## config.mk

```make
export PLATFORM = sky130hd
export DESIGN_NAME = seg_scan_driver_flat
export DESIGN_NICKNAME = d
export VERILOG_FILES = /design/src/rtl/seg_scan_if.sv /design/src/rtl/seg_scan_driver.sv /design/src/flat_wrapper.sv
export SDC_FILE = /design/constraint.sdc
export NUM_CORES = 1
export LEC_CHECK = 0
export ABC_AREA = 0
export CORE_UTILIZATION = 60
export DETAILED_ROUTE_END_ITERATION = 16
export PLACE_DENSITY = 0.85
export SYNTH_ARGS = -nofsm -noshare
export SYNTH_HDL_FRONTEND = slang
export SYNTH_SLANG_ARGS = --single-unit
```

## constraint.sdc

```tcl
create_clock -name clk -period 3.56 [get_ports clk]
set_input_delay 0.356 -clock clk [delete_from_list [all_inputs] [get_ports clk]]
set_output_delay 0.356 -clock clk [all_outputs]
set_load 0.02 [all_outputs]
```

## src/rtl/seg_scan_if.sv

```systemverilog
// Display-side bundle for seg_scan_driver: buffered data inputs plus scan outputs.
// Ports: load/value/dp/blank/lz_en into the driver; segs/dp_n/an_n/frame out of it.
interface seg_scan_if #(
    parameter int DIGITS = 4
);
    logic                  load;
    logic [4*DIGITS-1:0]   value;
    logic [DIGITS-1:0]     dp;
    logic [DIGITS-1:0]     blank;
    logic                  lz_en;
    logic [6:0]            segs;
    logic                  dp_n;
    logic [DIGITS-1:0]     an_n;
    logic                  frame;

    modport master (
        output load, value, dp, blank, lz_en,
        input  segs, dp_n, an_n, frame
    );

    modport slave (
        input  load, value, dp, blank, lz_en,
        output segs, dp_n, an_n, frame
    );
endinterface

```

## src/rtl/seg_scan_driver.sv

```systemverilog
// Time-multiplexed common-anode seven-segment scanner with guard time,
// leading-zero suppression and frame-synchronous double buffering.
// Ports: clk, rst_n (sync, active low); bus (slave) carries load/value/dp/
// blank/lz_en in and segs/dp_n/an_n/frame out (all outputs registered).
module seg_scan_driver #(
    parameter int DIGITS   = 4,
    parameter int PRESCALE = 50000,
    parameter int GUARD    = 2
) (
    input  logic       clk,
    input  logic       rst_n,
    seg_scan_if.slave  bus
);
    localparam int CW = (PRESCALE > 1) ? $clog2(PRESCALE) : 1;
    localparam int IW = (DIGITS > 1) ? $clog2(DIGITS) : 1;

    // Slot timing
    logic [CW-1:0]       cnt_q, cnt_d;
    logic [IW-1:0]       idx_q, idx_d;
    logic                wrap, frame_start;

    // Pending and display buffers
    logic [4*DIGITS-1:0] pend_val_q, pend_val_d;
    logic [DIGITS-1:0]   pend_dp_q, pend_dp_d;
    logic [DIGITS-1:0]   pend_blank_q, pend_blank_d;
    logic                pend_valid_q, pend_valid_d;
    logic [4*DIGITS-1:0] disp_val_q, disp_val_d;
    logic [DIGITS-1:0]   disp_dp_q, disp_dp_d;
    logic [DIGITS-1:0]   disp_blank_q, disp_blank_d;

    // Registered outputs
    logic [6:0]          segs_q, segs_d;
    logic                dp_n_q, dp_n_d;
    logic [DIGITS-1:0]   an_q, an_d;
    logic                fs_q, frame_q;

    logic [DIGITS-1:0]   lz_dark;
    logic                lz_run;
    logic                dark, lit;
    logic [3:0]          nib;

    function automatic logic [6:0] glyph(input logic [3:0] h);
        logic [6:0] g;
        unique case (h)
            4'h0: g = 7'h01;
            4'h1: g = 7'h4F;
            4'h2: g = 7'h12;
            4'h3: g = 7'h06;
            4'h4: g = 7'h4C;
            4'h5: g = 7'h24;
            4'h6: g = 7'h20;
            4'h7: g = 7'h0F;
            4'h8: g = 7'h00;
            4'h9: g = 7'h0C;
            4'hA: g = 7'h08;
            4'hB: g = 7'h60;
            4'hC: g = 7'h31;
            4'hD: g = 7'h42;
            4'hE: g = 7'h30;
            default: g = 7'h38;
        endcase
        return g;
    endfunction

    assign wrap        = (cnt_q == CW'(PRESCALE - 1));
    assign frame_start = wrap && (idx_q == IW'(DIGITS - 1));

    always_comb begin
        cnt_d = wrap ? '0 : cnt_q + 1'b1;
        idx_d = idx_q;
        if (wrap) begin
            idx_d = (idx_q == IW'(DIGITS - 1)) ? '0 : idx_q + 1'b1;
        end
    end

    // A load landing on the frame-start cycle bypasses the pending
    // buffer so it is shown in the frame that is just beginning.
    always_comb begin
        pend_val_d   = pend_val_q;
        pend_dp_d    = pend_dp_q;
        pend_blank_d = pend_blank_q;
        pend_valid_d = pend_valid_q;
        disp_val_d   = disp_val_q;
        disp_dp_d    = disp_dp_q;
        disp_blank_d = disp_blank_q;
        if (bus.load) begin
            pend_val_d   = bus.value;
            pend_dp_d    = bus.dp;
            pend_blank_d = bus.blank;
        end
        if (frame_start) begin
            pend_valid_d = 1'b0;
            if (bus.load) begin
                disp_val_d   = bus.value;
                disp_dp_d    = bus.dp;
                disp_blank_d = bus.blank;
            end else if (pend_valid_q) begin
                disp_val_d   = pend_val_q;
                disp_dp_d    = pend_dp_q;
                disp_blank_d = pend_blank_q;
            end
        end else if (bus.load) begin
            pend_valid_d = 1'b1;
        end
    end

    // Digit i is a leading zero when it and every more significant
    // nibble are zero; digit 0 is never treated as leading.
    always_comb begin
        lz_dark = '0;
        lz_run  = 1'b1;
        for (int i = DIGITS - 1; i >= 1; i--) begin
            lz_run     = lz_run && (disp_val_q[4*i +: 4] == 4'h0);
            lz_dark[i] = lz_run;
        end
    end

    always_comb begin
        nib    = disp_val_q[4*idx_q +: 4];
        dark   = disp_blank_q[idx_q] || (bus.lz_en && lz_dark[idx_q]);
        lit    = !dark && (int'(cnt_q) >= GUARD);
        an_d   = '1;
        segs_d = 7'h7F;
        dp_n_d = 1'b1;
        if (lit) begin
            an_d[idx_q] = 1'b0;
            segs_d      = glyph(nib);
            dp_n_d      = ~disp_dp_q[idx_q];
        end
    end

    always_ff @(posedge clk) begin
        if (!rst_n) begin
            cnt_q        <= '0;
            idx_q        <= '0;
            pend_val_q   <= '0;
            pend_dp_q    <= '0;
            pend_blank_q <= '0;
            pend_valid_q <= 1'b0;
            disp_val_q   <= '0;
            disp_dp_q    <= '0;
            disp_blank_q <= '1;
            segs_q       <= 7'h7F;
            dp_n_q       <= 1'b1;
            an_q         <= '1;
            fs_q         <= 1'b0;
            frame_q      <= 1'b0;
        end else begin
            cnt_q        <= cnt_d;
            idx_q        <= idx_d;
            pend_val_q   <= pend_val_d;
            pend_dp_q    <= pend_dp_d;
            pend_blank_q <= pend_blank_d;
            pend_valid_q <= pend_valid_d;
            disp_val_q   <= disp_val_d;
            disp_dp_q    <= disp_dp_d;
            disp_blank_q <= disp_blank_d;
            segs_q       <= segs_d;
            dp_n_q       <= dp_n_d;
            an_q         <= an_d;
            // fs_q marks the first cycle of slot 0; frame follows one
            // register later so it lines up with that slot's outputs.
            fs_q         <= frame_start;
            frame_q      <= fs_q;
        end
    end

    assign bus.segs  = segs_q;
    assign bus.dp_n  = dp_n_q;
    assign bus.an_n  = an_q;
    assign bus.frame = frame_q;
endmodule

```

## src/flat_wrapper.sv

```systemverilog
// flat-port wrapper written by rule: the top's interface ports become plain ports
module seg_scan_driver_flat 
#(
    parameter int DIGITS   = 4,
    parameter int PRESCALE = 50000,
    parameter int GUARD    = 2
)
  (clk, rst_n, bus_load, bus_value, bus_dp, bus_blank, bus_lz_en, bus_segs, bus_dp_n, bus_an_n, bus_frame);
  seg_scan_if #(.DIGITS(DIGITS)) bus_i ();
  input  logic clk;
  input  logic rst_n;
  input wire logic [$bits(bus_i.load)-1:0] bus_load;
  input wire logic [$bits(bus_i.value)-1:0] bus_value;
  input wire logic [$bits(bus_i.dp)-1:0] bus_dp;
  input wire logic [$bits(bus_i.blank)-1:0] bus_blank;
  input wire logic [$bits(bus_i.lz_en)-1:0] bus_lz_en;
  output wire logic [$bits(bus_i.segs)-1:0] bus_segs;
  output wire logic [$bits(bus_i.dp_n)-1:0] bus_dp_n;
  output wire logic [$bits(bus_i.an_n)-1:0] bus_an_n;
  output wire logic [$bits(bus_i.frame)-1:0] bus_frame;
  assign bus_i.load = bus_load;
  assign bus_i.value = bus_value;
  assign bus_i.dp = bus_dp;
  assign bus_i.blank = bus_blank;
  assign bus_i.lz_en = bus_lz_en;
  assign bus_segs = bus_i.segs;
  assign bus_dp_n = bus_i.dp_n;
  assign bus_an_n = bus_i.an_n;
  assign bus_frame = bus_i.frame;
  seg_scan_driver #(.DIGITS(DIGITS), .PRESCALE(PRESCALE), .GUARD(GUARD)) u_core (.clk(clk), .rst_n(rst_n), .bus(bus_i));
endmodule
```

==> After elaboration in Yosys (flattened, before gate mapping) <==
Memories as Yosys holds them, arrays and structs flattened. A register that Yosys moved wholly into a read port is not among the register bits.
Index checks and enable logic that the tools add are counted.
{ "word_totals": {"register_bits": 74, "mem_bits_ro": 112, "inputBits": 28, "output_inout_bits": 13, "word_cells": 57, "mem_count": 1} }
{ "op_classes": {"n_addsub": 2, "order_cmp": 3, "n_eq_ne": 2, "shifts": 1, "muxes": 15, "bitwise_logic": 3, "reduce_logical": 17} }
{ "mem_list": {"columns": ["name", "depth", "width", "read_ports", "rd_clocked_by_memory_dff", "write_ports", "line_no", "rtl"], "rows": [
  ["(name not given)", 16, 7, 1, 1, 0, "seg_scan_driver.sv:44", "unique case (h)"]
]} }
{ "op_table": {"columns": ["op", "n"], "rows": [
  ["2-to-1 mux 16 bit", 2],
  ["adder 16 x 1 -> 16 bit, second input constant", 1],
  ["== test 16 bit, second input constant", 1],
  [">= comparator 16 x 2 -> 1 bit, second input constant", 1],
  ["2-to-1 mux 4 bit", 4],
  ["variable part select 16 x 5 -> 4 bit", 1],
  ["zero test 4 bit", 3],
  ["binary-select mux 1 bit (select 2 bit)", 3],
  ["logical AND 1 bit", 6],
  ["2-to-1 mux 1 bit", 4],
  ["NOT 4 bit", 1],
  ["AND reduction 2 bit", 2],
  ["OR reduction 2 bit", 2],
  ["< comparator 2 x 3 -> 1 bit, second input constant", 1],
  ["adder 2 x 1 -> 2 bit, second input constant", 1],
  ["demux 1 bit (select 2 bit)", 1],
  ["== test 2 bit, second input constant", 1],
  [">= comparator 2 x 1 -> 1 bit, second input constant", 1],
  ["zero test 1 bit", 2],
  ["2-to-1 mux 2 bit", 1],
  ["NOT 1 bit", 2],
  ["nonzero test 2 bit", 1],
  ["logical OR 1 bit", 1]
]} }

==> Longest topological paths before layout <==
Gate-level depths: netlist of run 1.
{ "depth": {"word_depth": 11, "mapped_depth": 8, "ltp_nobuf": 7} }

==> Worst setup path after synthesis of run 1 <==
No wires, ideal clock.
{ "synth_path": {"path_type": "register to register", "startpoint": "register u_core.idx_q[0]", "endpoint": "register u_core.segs_q[3], in the netlist u_core.bus.segs[3]", "setup_time_ps": 142, "arrival_ps": 1920, "required_ps": 3418, "path_slack_ps": 1498, "path_stages_with_launch": 8, "path_buffers": 1, "synth_period_minus_slack_ps": 2062, "cell_sequence": "dfxtp_1 > buf_6 > mux4_2 > inv_1 > ha_1 > mux2_2 > nor2_1 > o211ai_1"} }
{ "synth_between": {"elab_chain_cells": 8, "word_cells_on_any_way": 11, "cone_classes": "shift (1); mux (4); reduce/logical (6)"} }
{ "synth_rtl": {"columns": ["item", "line_no", "rtl"], "rows": [
  ["start: declaration", "seg_scan_driver.sv:19", "logic [IW-1:0] idx_q, idx_d;"],
  ["start signal: assignment", "seg_scan_driver.sv:150", "idx_q <= idx_d;"],
  ["binary-select mux 1 bit (select 2 bit)", "seg_scan_driver.sv:120", "dark = disp_blank_q[idx_q] || (bus.lz_en && lz_dark[idx_q]);"],
  ["2-to-1 mux 1 bit (implied by the code)", "seg_scan_driver.sv:120", null],
  ["logical AND 1 bit", "seg_scan_driver.sv:120", null],
  ["logical OR 1 bit", "seg_scan_driver.sv:120", null],
  ["zero test 1 bit", "seg_scan_driver.sv:121", "lit = !dark && (int'(cnt_q) >= GUARD);"],
  ["logical AND 1 bit", "seg_scan_driver.sv:121", null],
  ["AND reduction 2 bit (no source line)", null, null],
  ["zero test 1 bit (no source line)", null, null],
  ["end: declaration", "seg_scan_driver.sv:32", "logic [6:0] segs_q, segs_d;"]
]} }
Several ways; a longest one is shown, not always the timed one. The select of a mux whose other input is x is not followed.
A chain may end at the register's enable or synchronous reset.

==> Worst setup path in the final report of run 1 <==
Ends and elaborated chain as after synthesis.

==> results.txt, run 1 <==
The flow ran to the end, and the final reports show no timing, DRC or antenna violations. For the number of antenna violations at the first check in global routing, the log shows 0. The vias per cell works out to 6.02. After synthesis, the largest family of logic cells by area is simple AND/OR/NAND/NOR gates.

Wires add up to 7.40 mm. The tools report the wire length of the first global-routing pass as 12.4 mm. The endpoint identified for the worst register-to-register timing path is u_core.bus.segs[3]$_SDFF_PN1_. In this run, CTS created clock tree buffers numbering 9.

The tools report the number of optimization iterations in the first detailed-route pass as 4. The root buffer cell chosen for the clock tree is sky130_fd_sc_hd__clkbuf_8. The flip-flop and latch count after synthesis came out at 81. The tool flagged a number of max-cap violations equal to 0. Fill cells in the final layout number 389.

The worst hold path cell count came out at 1. The run gives 27 as the row count. After detailed placement, the design holds a cell count of 446.

The path with the worst hold slack has its endpoint at u_core.bus.frame$_SDFF_PN0_. The tools report the hold buffer count at cts as 0. Setup violations remaining at the end of the flow were counted as 0. After clock tree synthesis, the repair step resized 0 gates. The routability-driven placement congestion ratio is 0.793, and the clock slew seen by the registers of the worst setup and hold paths is 0.09 ns.

The fraction of synthesis flops using an asynchronous set or reset pin was 0%. STA puts the critical path data arrival time at 2.69 ns. Once detailed placement completed, the half-perimeter wirelength came to 4.92 mm. sky130_fd_sc_hd__dfxtp_1 is the most common cell in the netlist. The share of the Yosys chip area taken by registers is 46.0%. The run gives 425 as the number of nets in the finished design.

The largest individual stage delay along the critical path comes from the cell sky130_fd_sc_hd__dfxtp_1. The later pin in the worst-skew pair is clocked with a latency of 0.35 ns. The number of setup buffers added after CTS is 0. The post-synthesis share of cell area spent on full adders, half adders and majority gates came out at 4.26%. Yosys attributes the largest share of cell area to sky130_fd_sc_hd__dfxtp_1 (46%), sky130_fd_sc_hd__mux2i_1 (6.8%), sky130_fd_sc_hd__a31oi_1 (4.4%), sky130_fd_sc_hd__nor2_1 (4.4%), sky130_fd_sc_hd__a211oi_1 (4.3%). In this run the mean area of a mapped cell was 9.94 um2.

Sorting the synthesized cells by how often they occur yields sky130_fd_sc_hd__dfxtp_1 (81), sky130_fd_sc_hd__nor2_1 (41), sky130_fd_sc_hd__a31oi_1 (25). The startpoint identified for the worst register-to-register timing path is u_core.idx_q[0]$_SDFFE_PN0P_. The number of antenna diodes in the final layout is 0. The fraction of layout instances using a drive strength above 1 works out to 10.0%. The synthesized design devotes to its leading area cell type 46.0% of total area.

Port buffering added 40 buffers. Entering global routing, the biggest net connects 47 pins. Measured along the y axis, the die boundary spans 78.7 um. The number of sinks on the clock net is 81.

The run gives 41 as the number of top-level design ports. Cells fill 75.0% of the core in the end. The final critical-path required period came out at 2.49 ns.

In this run the most critical hold path is launched from u_core.fs_q$_SDFF_PN0_. The growth of design area from synthesis to finish works out to 18.6%. The logs give 2783 for the overall via count from detail_route and 0 for the post-route DRC violation count.

Worst clock skew on the final layout: 0.00717 ns. Static timing analysis puts the maximum clock frequency at 402 MHz. The tools report the start point of the critical path as u_core.idx_q[0]$_SDFFE_PN0P_.

The ratio of total power to cell area is 456 mW/mm2, and the internal power component is 0.00151 W. For this run, the slowest stage of the critical path takes 0.72 ns. Setup repair after global routing left no endpoint under its margin. For the number of nets still failing antenna checks after routing, the log shows 0. No sink is reached through more buffers than the 2 on the longest clock path. The run gives 3 as the CTS H-tree depth. The run gives 0.00173 mm2 as the area used by multi-input combinational logic.

The worst setup path is launched from a register. The synthesized instance count was 355. After synthesis the cells add up to 0.00353 mm2. Combinational logic burns 4.9% of the power. Of all cell types, the one taking the most synthesized area is sky130_fd_sc_hd__dfxtp_1.

The count of flip-flops with a built-in enable after synthesis was 0; the switching component of the power was 0.000396 W. The via count of the first global-routing pass was 2676. Net switching is 20.8% of the power.

The worst path uses 69.9% of the clock period. The tools report the sum of negative setup slack as 0 ns. Of the total power, registers draw 49.0%.

Yosys mapped the design onto 44 distinct sky130hd cell types. TritonCTS built the clock tree. The cell count of the worst reg-to-reg path is 6, and the placeable core area is 0.00557 mm2. The final count of hold timing violations was 0. The DRC violation total after the first TritonRoute iteration is 231, and the number of nets produced by synthesis is 395.

Summing all flip-flop and latch instances after layout gives 0.00162 mm2. The number of synthesis warnings came out at 0. Summed over all layers, the global routing overflow is 0. Worst IR drop on VDD: 0.291 mV. The portion of total power attributed to the clock network was 46.1%. By startpoint and endpoint, the worst setup path is classified as reg -> reg. The starting utilization of the core area is 63.3%, and the area fraction in compound gates after synthesis is 13.1%. The critical path endpoint category was a register. The wire length per cell after detailed routing was 16.0 um; the worst max-slew margin expressed relative to the limit was 44.5%. The multiplexer area fraction after synthesis is 12.2%. The basic-gate share of the synthesized area counting and, or, nand and nor cells was 15.9%; the maximum fanout along the worst path was 13. Synthesized-area fraction occupied by xor and xnor cells: 3.48%.

Walking the worst path, the cells encountered are mux4_2 > inv_1 > ha_1 > mux2_2 > nor2_1 > o211ai_1. The worst register-to-register path has a setup slack of 1.07 ns. The slew at the pin closest to its max-slew limit is 0.833 ns, and the final standard cell count with taps included and fillers excluded is 462. The run gives 1.50 nW as the leakage power.

The most instantiated flip-flop cell in the synthesis netlist is sky130_fd_sc_hd__dfxtp_1. The type of the most critical hold path is reg -> reg. The chip width works out to 78.7 um. Global routing used 25.9% of the available tracks. The data required time at the worst endpoint was 3.76 ns. The run gives 0 as the number of max-slew violations in the final report.

The area of the die came out at 0.00619 mm2.
==> worst max path at each step <==
stage                                         end  slack, ns
finish              u_core.bus.segs[3]$_SDFF_PN1_       1.07
global route        u_core.bus.segs[5]$_SDFF_PN1_       0.92
CTS                 u_core.bus.segs[3]$_SDFF_PN1_       1.06
detailed placement  u_core.bus.segs[4]$_SDFF_PN1_       1.00
global placement    u_core.bus.segs[4]$_SDFF_PN1_       1.13
floorplan           u_core.bus.segs[3]$_SDFF_PN1_       1.50
==> logic make-up after synthesis <==
group	count (synthesis)
AO/OA/AOI/OAI	69
XOR/XNOR	14
adder cells (fa/ha/maj)	12
buffers and inverters	36
flip-flops	81
multiplexers	35
AND/OR/NAND/NOR	108
==> sequential cells by signal, indices dropped and copies added, names as in the netlist, 2 cells and up <==
signal and count:
u_core.pend_blank_q 4, u_core.pend_dp_q 4, u_core.disp_blank_q 4, u_core.disp_val_q 16, u_core.pend_val_q 16, u_core.cnt_q 16, u_core.disp_dp_q 4, u_core.bus.an_n 4
u_core.idx_q 2, u_core.bus.segs 7
==> worst max-delay path, delay by kind of cell (launching register included) <==
kind / cells / cell delay, ns
DFF: 1 / 0.72
AOI/OAI and AO/OA: 1 / 0.10
and+or+nand+nor: 1 / 0.10
muxes: 2 / 0.95
buffers and inverters: 1 / 0.17
adders and majority gates: 1 / 0.28
==> cells in the final DEF, fill, tap and decap left out, types with 2 or more instances in the layout <==
cell type and n:
sky130_fd_sc_hd__or4_1 2, sky130_fd_sc_hd__o21ai_0 9, sky130_fd_sc_hd__mux2i_1 24, sky130_fd_sc_hd__xor2_1 3, sky130_fd_sc_hd__buf_4 4, sky130_fd_sc_hd__a21oi_1 5
sky130_fd_sc_hd__mux2_2 5, sky130_fd_sc_hd__nand3_1 15, sky130_fd_sc_hd__clkdlybuf4s50_1 40, sky130_fd_sc_hd__xnor2_1 11, sky130_fd_sc_hd__nor3_2 2, sky130_fd_sc_hd__a31oi_1 25
sky130_fd_sc_hd__clkbuf_8 9, sky130_fd_sc_hd__nor3_1 7, sky130_fd_sc_hd__a211oi_1 20, sky130_fd_sc_hd__and4_1 4, sky130_fd_sc_hd__nand2_1 9, sky130_fd_sc_hd__and2_1 5
sky130_fd_sc_hd__and3_1 2, sky130_fd_sc_hd__nand4_1 5, sky130_fd_sc_hd__inv_1 10, sky130_fd_sc_hd__dfxtp_1 81, sky130_fd_sc_hd__mux4_2 6, sky130_fd_sc_hd__ha_1 12
sky130_fd_sc_hd__nor2_1 41, sky130_fd_sc_hd__bufinv_16 4, sky130_fd_sc_hd__nor4_1 11
==> routing by layer <==
metal  GRT usage [%]  share of wire [%]
met1            32.9                 44
met2            43.0                 49
met3            4.88                5.6
met4            11.1                1.9
met5               0                  0
==> power groups by stage <==
stage	Combinational [W]	Sequential, W	Clock, W
CTS	0.0000942	0.000934	0.000884
global route	0.000103	0.000936	0.000924
detailed placement	0.0000933	0.000955	0
finish	0.0000933	0.000934	0.000880
floorplan	0.0000527	0.000953	0
global placement	0.0000920	0.000954	0
==> area by class of cell <==
| class | count | area share (%) |
|---|---|---|
| multi-input cells | 238 | 41.5 |
| flip-flops and latches | 81 | 38.8 |
| repair buffers | 44 | 10.3 |
| clock inverters | 7 | 3.38 |
| well taps | 72 | 2.15 |
| inverters | 11 | 0.987 |
| clock buffers | 9 | 2.96 |
==> through the flow <==
step / power, W / hold slack [ns] / setup WS [ns] / instance area, um2
global route: 0.00196 / 0.480 / 0.921 / 4180
floorplan: 0.00101 / 0.412 / 1.50 / 3530
finish: 0.00191 / 0.444 / 1.07 / 4180
global placement: 0.00105 / 0.426 / 1.13 / 3920
detailed placement: 0.00105 / 0.431 / 1.00 / 3920
CTS: 0.00191 / 0.450 / 1.06 / 4180
(Power assumes the default switching activity.)
==> inputs of run 2 (changes only) <==
CORE_UTILIZATION = 55   (was 60)
PLACE_DENSITY = 0.79   (was 0.85)
clock period = 2.6 ns   (was 3.56 ns; I/O delays follow)
==> run 2 against run 1 <==
Global-route usage decreased by 2.0 points. Sequential power increased by 37%. Critical endpoint is now u_core.cnt_q[6]$_SDFF_PP0_. Power increased by 26%. Register-to-register slack got worse by 0.49 ns. Largest power group unchanged. Final area increased by 0.18%. Final cell count increased by 1.7%. Setup slack got worse by 0.49 ns.
==> results.txt, run 2 (synthesis results as in run 1) <==
The worst setup path is launched from a register. The final-report setup violation count was 0 (unchanged); the final core area utilization was 69.1% (-5.9 points). The worst path buffer plus inverter count is 0 (-1). Start point of the critical path: u_core.cnt_q[0]$_SDFF_PP0_.

The worst hold path begins at u_core.fs_q$_SDFF_PN0_. The worst IR drop on VDD is 0.418 mV (+44%). Critical path's largest stage delay: 0.51 ns (-0.21 ns). The buffer count from post-CTS setup fixing is 0 (unchanged). The terminating pin of the worst hold path was u_core.bus.frame$_SDFF_PN0_. The post-cts repair resize count was 0 (unchanged). The worst hold path cell count is 1 (unchanged).

The area used by multi-input combinational logic is 0.00173 mm2 (unchanged). Combined flip-flop and latch cell area: 0.00162 mm2 (unchanged). Instance area at placement: 0.00397 mm2 (+1.4%). STA classifies the critical path endpoint as a register. Starting utilization of the core area: 58.2% (-5.1 points). TritonCTS built the clock tree.

The placeable core area was 0.00606 mm2 (+8.7%); the final critical-path required period was 2.02 ns (-0.471 ns). The timing-limited maximum frequency came out at 496 MHz (+23%). The ratio of final minimum period to clock period works out to 77.6% (+7.7 points). The run finished with clean final reports. The slew at the pin closest to its max-slew limit was 0.615 ns (-0.218 ns). The post-route DRC violation count was 0 (unchanged); the pin count of the biggest net entering global routing was 46 (-2.1%).

The antenna diode instance count was 0 (unchanged); the overall via count from detail_route was 2779 (-0.14%). In the final layout, the registers with the most flip-flops are u_core.cnt_q (16), u_core.disp_val_q (16), u_core.pend_val_q (16). For the number of fillers in the final layout, the log shows 467 (+20%).

Leaving out fill and tap cells, the most frequent cell in the layout is sky130_fd_sc_hd__dfxtp_1. The worst register-to-register path ends at u_core.cnt_q[6]$_SDFF_PP0_. The vertical die dimension came out at 82.1 um (+4.3%). The switching fraction of total power is 22.2% (+1.4 points), and the vias per cell is 5.91 (-1.8%).

The logs give 0.442 ns (-0.00194 ns) for the worst hold slack and 0.00946 ns (+0.00229 ns) for the worst clock skew on the final layout. The reported max-cap violation count came out at 0 (unchanged). The logs give 454 (+1.8%) for the number of placed instances with taps included and 7.26 mm (-1.9%) for the final wirelength.

The row count is 28 (+3.7%). The run gives 0 ns (unchanged) as the sum of negative setup slack. The type of the most critical hold path was reg -> reg.

The wire length per cell after detailed routing works out to 15.4 um (-3.6%). For the final standard cell count with taps included and fillers excluded, the log shows 470 (+1.7%). Total congestion overflow after global routing: 0 (unchanged). For the number of nets still failing antenna checks after routing, the log shows 0 (unchanged).

On the critical path, the stage with the largest delay is an instance of sky130_fd_sc_hd__o21ai_2. For the number of top-level design ports, the log shows 41 (unchanged). The logic gate share of total power came out at 5.4% (+0.5 points).

Setup repair after global routing left no endpoint under its margin. Critical path start-end classification: reg -> reg. The critical register-to-register path startpoint was u_core.cnt_q[0]$_SDFF_PP0_.

The signal on the critical path passes through ha_1 > nand3_4 > or3_4 > o21ai_2 > nor2_1. For the global-route total usage across every layer, the log shows 23.9% (-2.0 points). For the number of antenna violations at the first check in global routing, the log shows 0 (unchanged).

Later-pin clock latency in the skew report: 0.36 ns (about the same). The number of buffers on the longest clock path was 2 (unchanged); the maximum fanout along the worst path was 16 (+3). The library cells used most frequently in the layout, excluding fill and tap cells, are sky130_fd_sc_hd__dfxtp_1 (81), sky130_fd_sc_hd__nor2_1 (41), sky130_fd_sc_hd__clkdlybuf4s50_1 (40), sky130_fd_sc_hd__a31oi_1 (25), sky130_fd_sc_hd__mux2i_1 (24). The CTS buffer count is 9 (unchanged).

The cell area after layout was 0.00419 mm2 (+0.18%). The hold buffer count at cts was 0 (unchanged). The run gives 12.1 mm (-2.8%) as the wire length of the first global-routing pass. The clock slew seen by the registers of the worst setup and hold paths works out to 0.08 ns (about the same). The portion of total power attributed to the clock network was 41.5% (-4.6 points); the area of the die was 0.00674 mm2 (+8.9%). The tools report the sequential fraction of design power as 53.1% (+4.1 points).

Internal power component: 0.00187 W (+24%). In this run the clock root is driven by a sky130_fd_sc_hd__clkbuf_8. The quantity of I/O buffers inserted on ports is 40 (unchanged). For the number of nets in the finished design, the log shows 430 (+1.2%).

The run gives 0.844 (+6.4%) as the routability-driven placement congestion ratio. CTS H-tree depth: 3 (unchanged). The growth of design area from synthesis to finish was 18.8%. The critical path's top delay family was simple AND/OR/NAND/NOR gates.

For the leakage power, the log shows 1.51 nW (+0.58%). The ratio of total power to cell area came out at 575 mW/mm2 (+26%). The via count of the first global-routing pass is 2684 (+0.30%), and the fraction of layout instances using a drive strength above 1 is 11.1% (+1.1 points). The final count of hold timing violations came out at 0 (unchanged). The number of max-slew violations in the final report came out at 0 (unchanged).

The number of sinks on the clock net was 81 (unchanged); the final HPWL from detailed placement was 4.89 mm (-0.63%). The switching component of the power was 0.000535 W (+35%). The tools report the worst setup slack for register-to-register paths as 0.58 ns (-0.49 ns).

The data required time at the worst endpoint is 2.83 ns (-0.93 ns), and the cell count of the worst reg-to-reg path is 5 (-1). The arrival time of data at the critical path endpoint was 2.24 ns (-0.45 ns). The number of optimization iterations in the first detailed-route pass was 4 (unchanged); the chip width was 82.1 um (+4.3%).

The DRC violation total after the first TritonRoute iteration came out at 171 (-26%). The worst max-slew margin expressed relative to the limit was 59.0% (+15 points).
-- run 2: power groups by stage --
stage | logic [W] | registers (W) | clock network, W
after CTS | 0.000131 | 0.00128 | 0.00102
after global routing | 0.000144 | 0.00128 | 0.00107
final | 0.000129 | 0.00128 | 0.00100
after global placement | 0.000126 | 0.00131 | 0
after floorplan | 0.0000721 | 0.00130 | 0
after detailed placement | 0.000130 | 0.00131 | 0
-- run 2: how the worst max path moves through the flow --
stage / endpoint / slack (ns) / depth (start not counted)
after floorplan: u_core.bus.segs[3]$_SDFF_PN1_ / 0.54 / 7
after global placement: u_core.bus.segs[3]$_SDFF_PN1_ / 0.66 / 6
after detailed placement: u_core.cnt_q[6]$_SDFF_PP0_ / 0.59 / 5
after CTS: u_core.cnt_q[6]$_SDFF_PP0_ / 0.56 / 5
after global routing: u_core.cnt_q[15]$_SDFF_PP0_ / 0.45 / 5
final: u_core.cnt_q[6]$_SDFF_PP0_ / 0.58 / 5
-- run 2: area by class of cell --
| class | instances | area share, % |
|---|---|---|
| clock buffers | 9 | 2.96 |
| clock inverters | 7 | 2.27 |
| inverters | 11 | 0.985 |
| multi-input cells | 238 | 41.4 |
| flip-flops and latches | 81 | 38.7 |
| well taps | 75 | 2.24 |
| repair buffers | 49 | 11.5 |
-- run 2: routing by layer --
layer,vias to the layer above,part of all wire [%],track usage (%)
li1,1369,-,-
met4,0,1.9,11.6
met5,-,0,0
met1,1315,44,27.9
met2,80,50,41.2
met3,15,4.5,5.44
-- run 2: per-stage QoR --
step	power, W	setup slack [ns]
global placement	0.00143	0.658
finish	0.00241	0.582
detailed placement	0.00144	0.588
CTS	0.00243	0.558
global route	0.00250	0.447
floorplan	0.00138	0.538
==> inputs of run 3 (changes only) <==
clock period = 2.1 ns   (was 2.6 ns; I/O delays follow)
==> run 3 against run 2 <==
Critical endpoint is now u_core.bus.segs[3]$_SDFF_PN1_. Via count hardly changed. Clock skew is 0.00059 ns lower. Power is 20% higher. Combinational power is 32% higher.
==> results.txt, run 3 (synthesis results as in run 1) <==
The logs give 0 (unchanged) for the number of nets still failing antenna checks after routing and 458 (+0.88%) for the number of placed instances with taps included. The ratio of total power to cell area came out at 681 mW/mm2 (+19%). The total congestion overflow after global routing came out at 0 (unchanged).

The clock slew seen by the registers of the worst setup and hold paths is 0.08 ns (about the same), and the CTS H-tree depth is 3 (unchanged). The later-pin clock latency in the skew report was 0.35 ns (about the same). Number of max-slew violations in the final report: 0 (unchanged). Origin of the worst min-delay path: u_core.fs_q$_SDFF_PN0_.

Worst IR drop on VDD: 0.414 mV (-0.89%). The run gives 2781 (+0.072%) as the overall via count from detail_route. The data required time at the worst endpoint is 2.31 ns (-0.52 ns), and the vertical die dimension is 82.1 um (unchanged). The final wirelength was 7.41 mm (+2.1%). The quantity of I/O buffers inserted on ports was 40 (unchanged). The number of top-level design ports came out at 41 (unchanged). The worst max-slew margin expressed relative to the limit came out at 62.4% (+3.4 points). The type of the most critical hold path is reg -> reg. For the number of sinks on the clock net, the log shows 81 (unchanged). The run gives 2 (unchanged) as the number of buffers on the longest clock path. The slowest stage of the critical path is the sky130_fd_sc_hd__mux4_2 cell. The cell count of the worst reg-to-reg path was 7 (+2); the maximum fanout along the worst path was 5 (-11). The tools report the final HPWL from detailed placement as 4.98 mm (+1.9%). The slew at the pin closest to its max-slew limit works out to 0.564 ns (-0.0514 ns). Post-route DRC violation count: 0 (unchanged).

The area of the die was 0.00674 mm2 (unchanged). The cell area after layout came out at 0.00423 mm2 (+0.90%). The worst path buffer plus inverter count was 2 (+2); the fraction of layout instances using a drive strength above 1 was 12.5% (+1.4 points). The tools report the number of nets in the finished design as 434 (+0.93%).

The worst setup path is launched from a register. The wire length per cell after detailed routing is 15.6 um (+1.2%). The run finished with clean final reports. The run gives 2559 (-4.7%) as the via count of the first global-routing pass. The worst hold path cell count is 1 (unchanged). For the DRC violation total after the first TritonRoute iteration, the log shows 212 (+24%). For the final core area utilization, the log shows 69.8% (+0.62 points). The timing-limited maximum frequency is 506 MHz (+2.0%). The final-report setup violation count is 0 (unchanged). The library cells used most frequently in the layout, excluding fill and tap cells, are sky130_fd_sc_hd__dfxtp_1 (80), sky130_fd_sc_hd__nor2_1 (41), sky130_fd_sc_hd__clkdlybuf4s50_1 (40), sky130_fd_sc_hd__a31oi_1 (25), sky130_fd_sc_hd__mux2i_1 (24). The tree is rooted in a sky130_fd_sc_hd__clkbuf_8. The run gives 2.19 ns (-0.05 ns) as the arrival time of data at the critical path endpoint. The logs give 0 (unchanged) for the antenna diode instance count and 474 (+0.85%) for the final standard cell count with taps included and fillers excluded.

For the starting utilization of the core area, the log shows 58.2% (unchanged). The critical path's top delay family was multiplexers. The final count of hold timing violations was 0 (unchanged); the row count was 28 (unchanged). The logs give 23.9% (about the same) for the global-route total usage across every layer and 0 (unchanged) for the number of antenna violations at the first check in global routing.

The cell occurring most often along the worst timing path is sky130_fd_sc_hd__inv_1. The most common cell after layout, fill and taps aside is sky130_fd_sc_hd__dfxtp_1. The tools report the critical register-to-register path startpoint as u_core.idx_q[0]$_SDFFE_PN0P_. The chip width came out at 82.1 um (unchanged). For hold timing, the worst endpoint is u_core.bus.frame$_SDFF_PN0_. The tools report the worst setup slack after layout as 0.122 ns (-0.460 ns).

The largest registers in the layout are u_core.cnt_q (16), u_core.disp_val_q (16), u_core.pend_val_q (16). The run gives 1.53 nW (+1.3%) as the leakage power. The area growth from synthesis to layout is 19.9%.

The final critical-path required period was 1.98 ns (-0.0402 ns); the critical path's largest stage delay was 0.57 ns (+0.06 ns). The instance area at placement came out at 0.00401 mm2 (+1.1%). The reported max-cap violation count was 0 (unchanged); the worst setup slack for register-to-register paths was 0.12 ns (-0.46 ns).

STA classifies the critical path endpoint as a register. The vias per cell is 5.87 (-0.77%). The worst reg2reg path endpoint was u_core.bus.segs[3]$_SDFF_PN1_. The ratio of final minimum period to clock period was 94.2% (+17 points); the post-placement worst setup slack was -0.0338 ns (-0.622 ns).

The pin count of the biggest net entering global routing was 46 (unchanged); the placeable core area was 0.00606 mm2 (unchanged). Worst clock skew on the final layout: 0.00887 ns (-0.000590 ns). Setup repair after global routing left no endpoint under its margin. The signal on the critical path passes through mux4_2 > inv_1 > ha_1 > inv_1 > and2_1 > a32o_1 > o211ai_1.

The tools report the CTS buffer count as 9 (unchanged). The worst setup path is of the reg -> reg kind. The routability-driven placement congestion ratio was 0.844 (about the same).

The wire length of the first global-routing pass is 11.9 mm (-1.4%). TritonCTS built the clock tree. The tools report the number of optimization iterations in the first detailed-route pass as 4 (unchanged).
-- run 3: layer usage --
layer / track usage [%] / routed length [um] / up-vias
met5: 0 / 0 / -
met4: 12.6 / 147 / 0
met3: 5.00 / 277 / 14
met2: 38.9 / 3580 / 68
met1: 29.6 / 3410 / 1327
li1: - / - / 1372
-- run 3: cell type report --
| cell class | instances | area [um2] |
|---|---|---|
| Clock buffer | 11 | 141 |
| Clock inverter | 5 | 55.1 |
| Fill cell | 476 | 1830 |
| Inverter | 11 | 41.3 |
| Multi-Input combinational cell | 238 | 1750 |
| Sequential cell | 81 | 1620 |
| Tap cell | 75 | 93.8 |
| Timing Repair Buffer | 53 | 523 |
-- run 3: how the worst max path moves through the flow --
stage / start / endpoint / slack (ns) / cells past startpoint
finish: u_core.idx_q[0]$_SDFFE_PN0P_ / u_core.bus.segs[3]$_SDFF_PN1_ / 0.12 / 7
global route: u_core.idx_q[0]$_SDFFE_PN0P_ / u_core.bus.segs[5]$_SDFF_PN1_ / 0.003 / 7
CTS: u_core.idx_q[0]$_SDFFE_PN0P_ / u_core.bus.segs[3]$_SDFF_PN1_ / 0.03 / 7
detailed placement: u_core.idx_q[0]$_SDFFE_PN0P_ / u_core.bus.segs[4]$_SDFF_PN1_ / -0.03 / 4
global placement: u_core.idx_q[0]$_SDFFE_PN0P_ / u_core.bus.segs[4]$_SDFF_PN1_ / 0.03 / 4
floorplan: u_core.idx_q[0]$_SDFFE_PN0P_ / u_core.bus.segs[3]$_SDFF_PN1_ / 0.04 / 7
-- run 3: worst register-to-register path, stage by stage, from the launching register on --
cell                       delay (ns)
sky130_fd_sc_hd__dfxtp_2         0.38
sky130_fd_sc_hd__mux4_2          0.57
sky130_fd_sc_hd__inv_1           0.15
sky130_fd_sc_hd__ha_1            0.28
sky130_fd_sc_hd__inv_1           0.09
sky130_fd_sc_hd__and2_1          0.14
sky130_fd_sc_hd__a32o_1          0.15
sky130_fd_sc_hd__o211ai_1        0.09
-- run 3: stage by stage --
step                      total power (W)  setup TNS [ns]  hold WS, ns
after CTS                         0.00290               0        0.464
after detailed placement          0.00179         -0.0338        0.444
after global placement            0.00178               0        0.436
after global routing              0.00298               0        0.489
after floorplan                   0.00170               0        0.370
final                             0.00288               0        0.467
-- run 3: repair_timing --
action                                  4_1_cts  5_1_grt
endpoints found under the setup margin        1       11
buffers inserted                              0        0
hold buffers                                  0        0
resized for setup                             1        3
gates cloned                                  0        0
-- run 3: power by group --
group | switching (W) | leakage [nW] | internal [W]
sequential | 0.0000152 | 0.659 | 0.00157
combinational | 0.0000807 | 0.772 | 0.0000892
clock | 0.000549 | 0.0953 | 0.000578
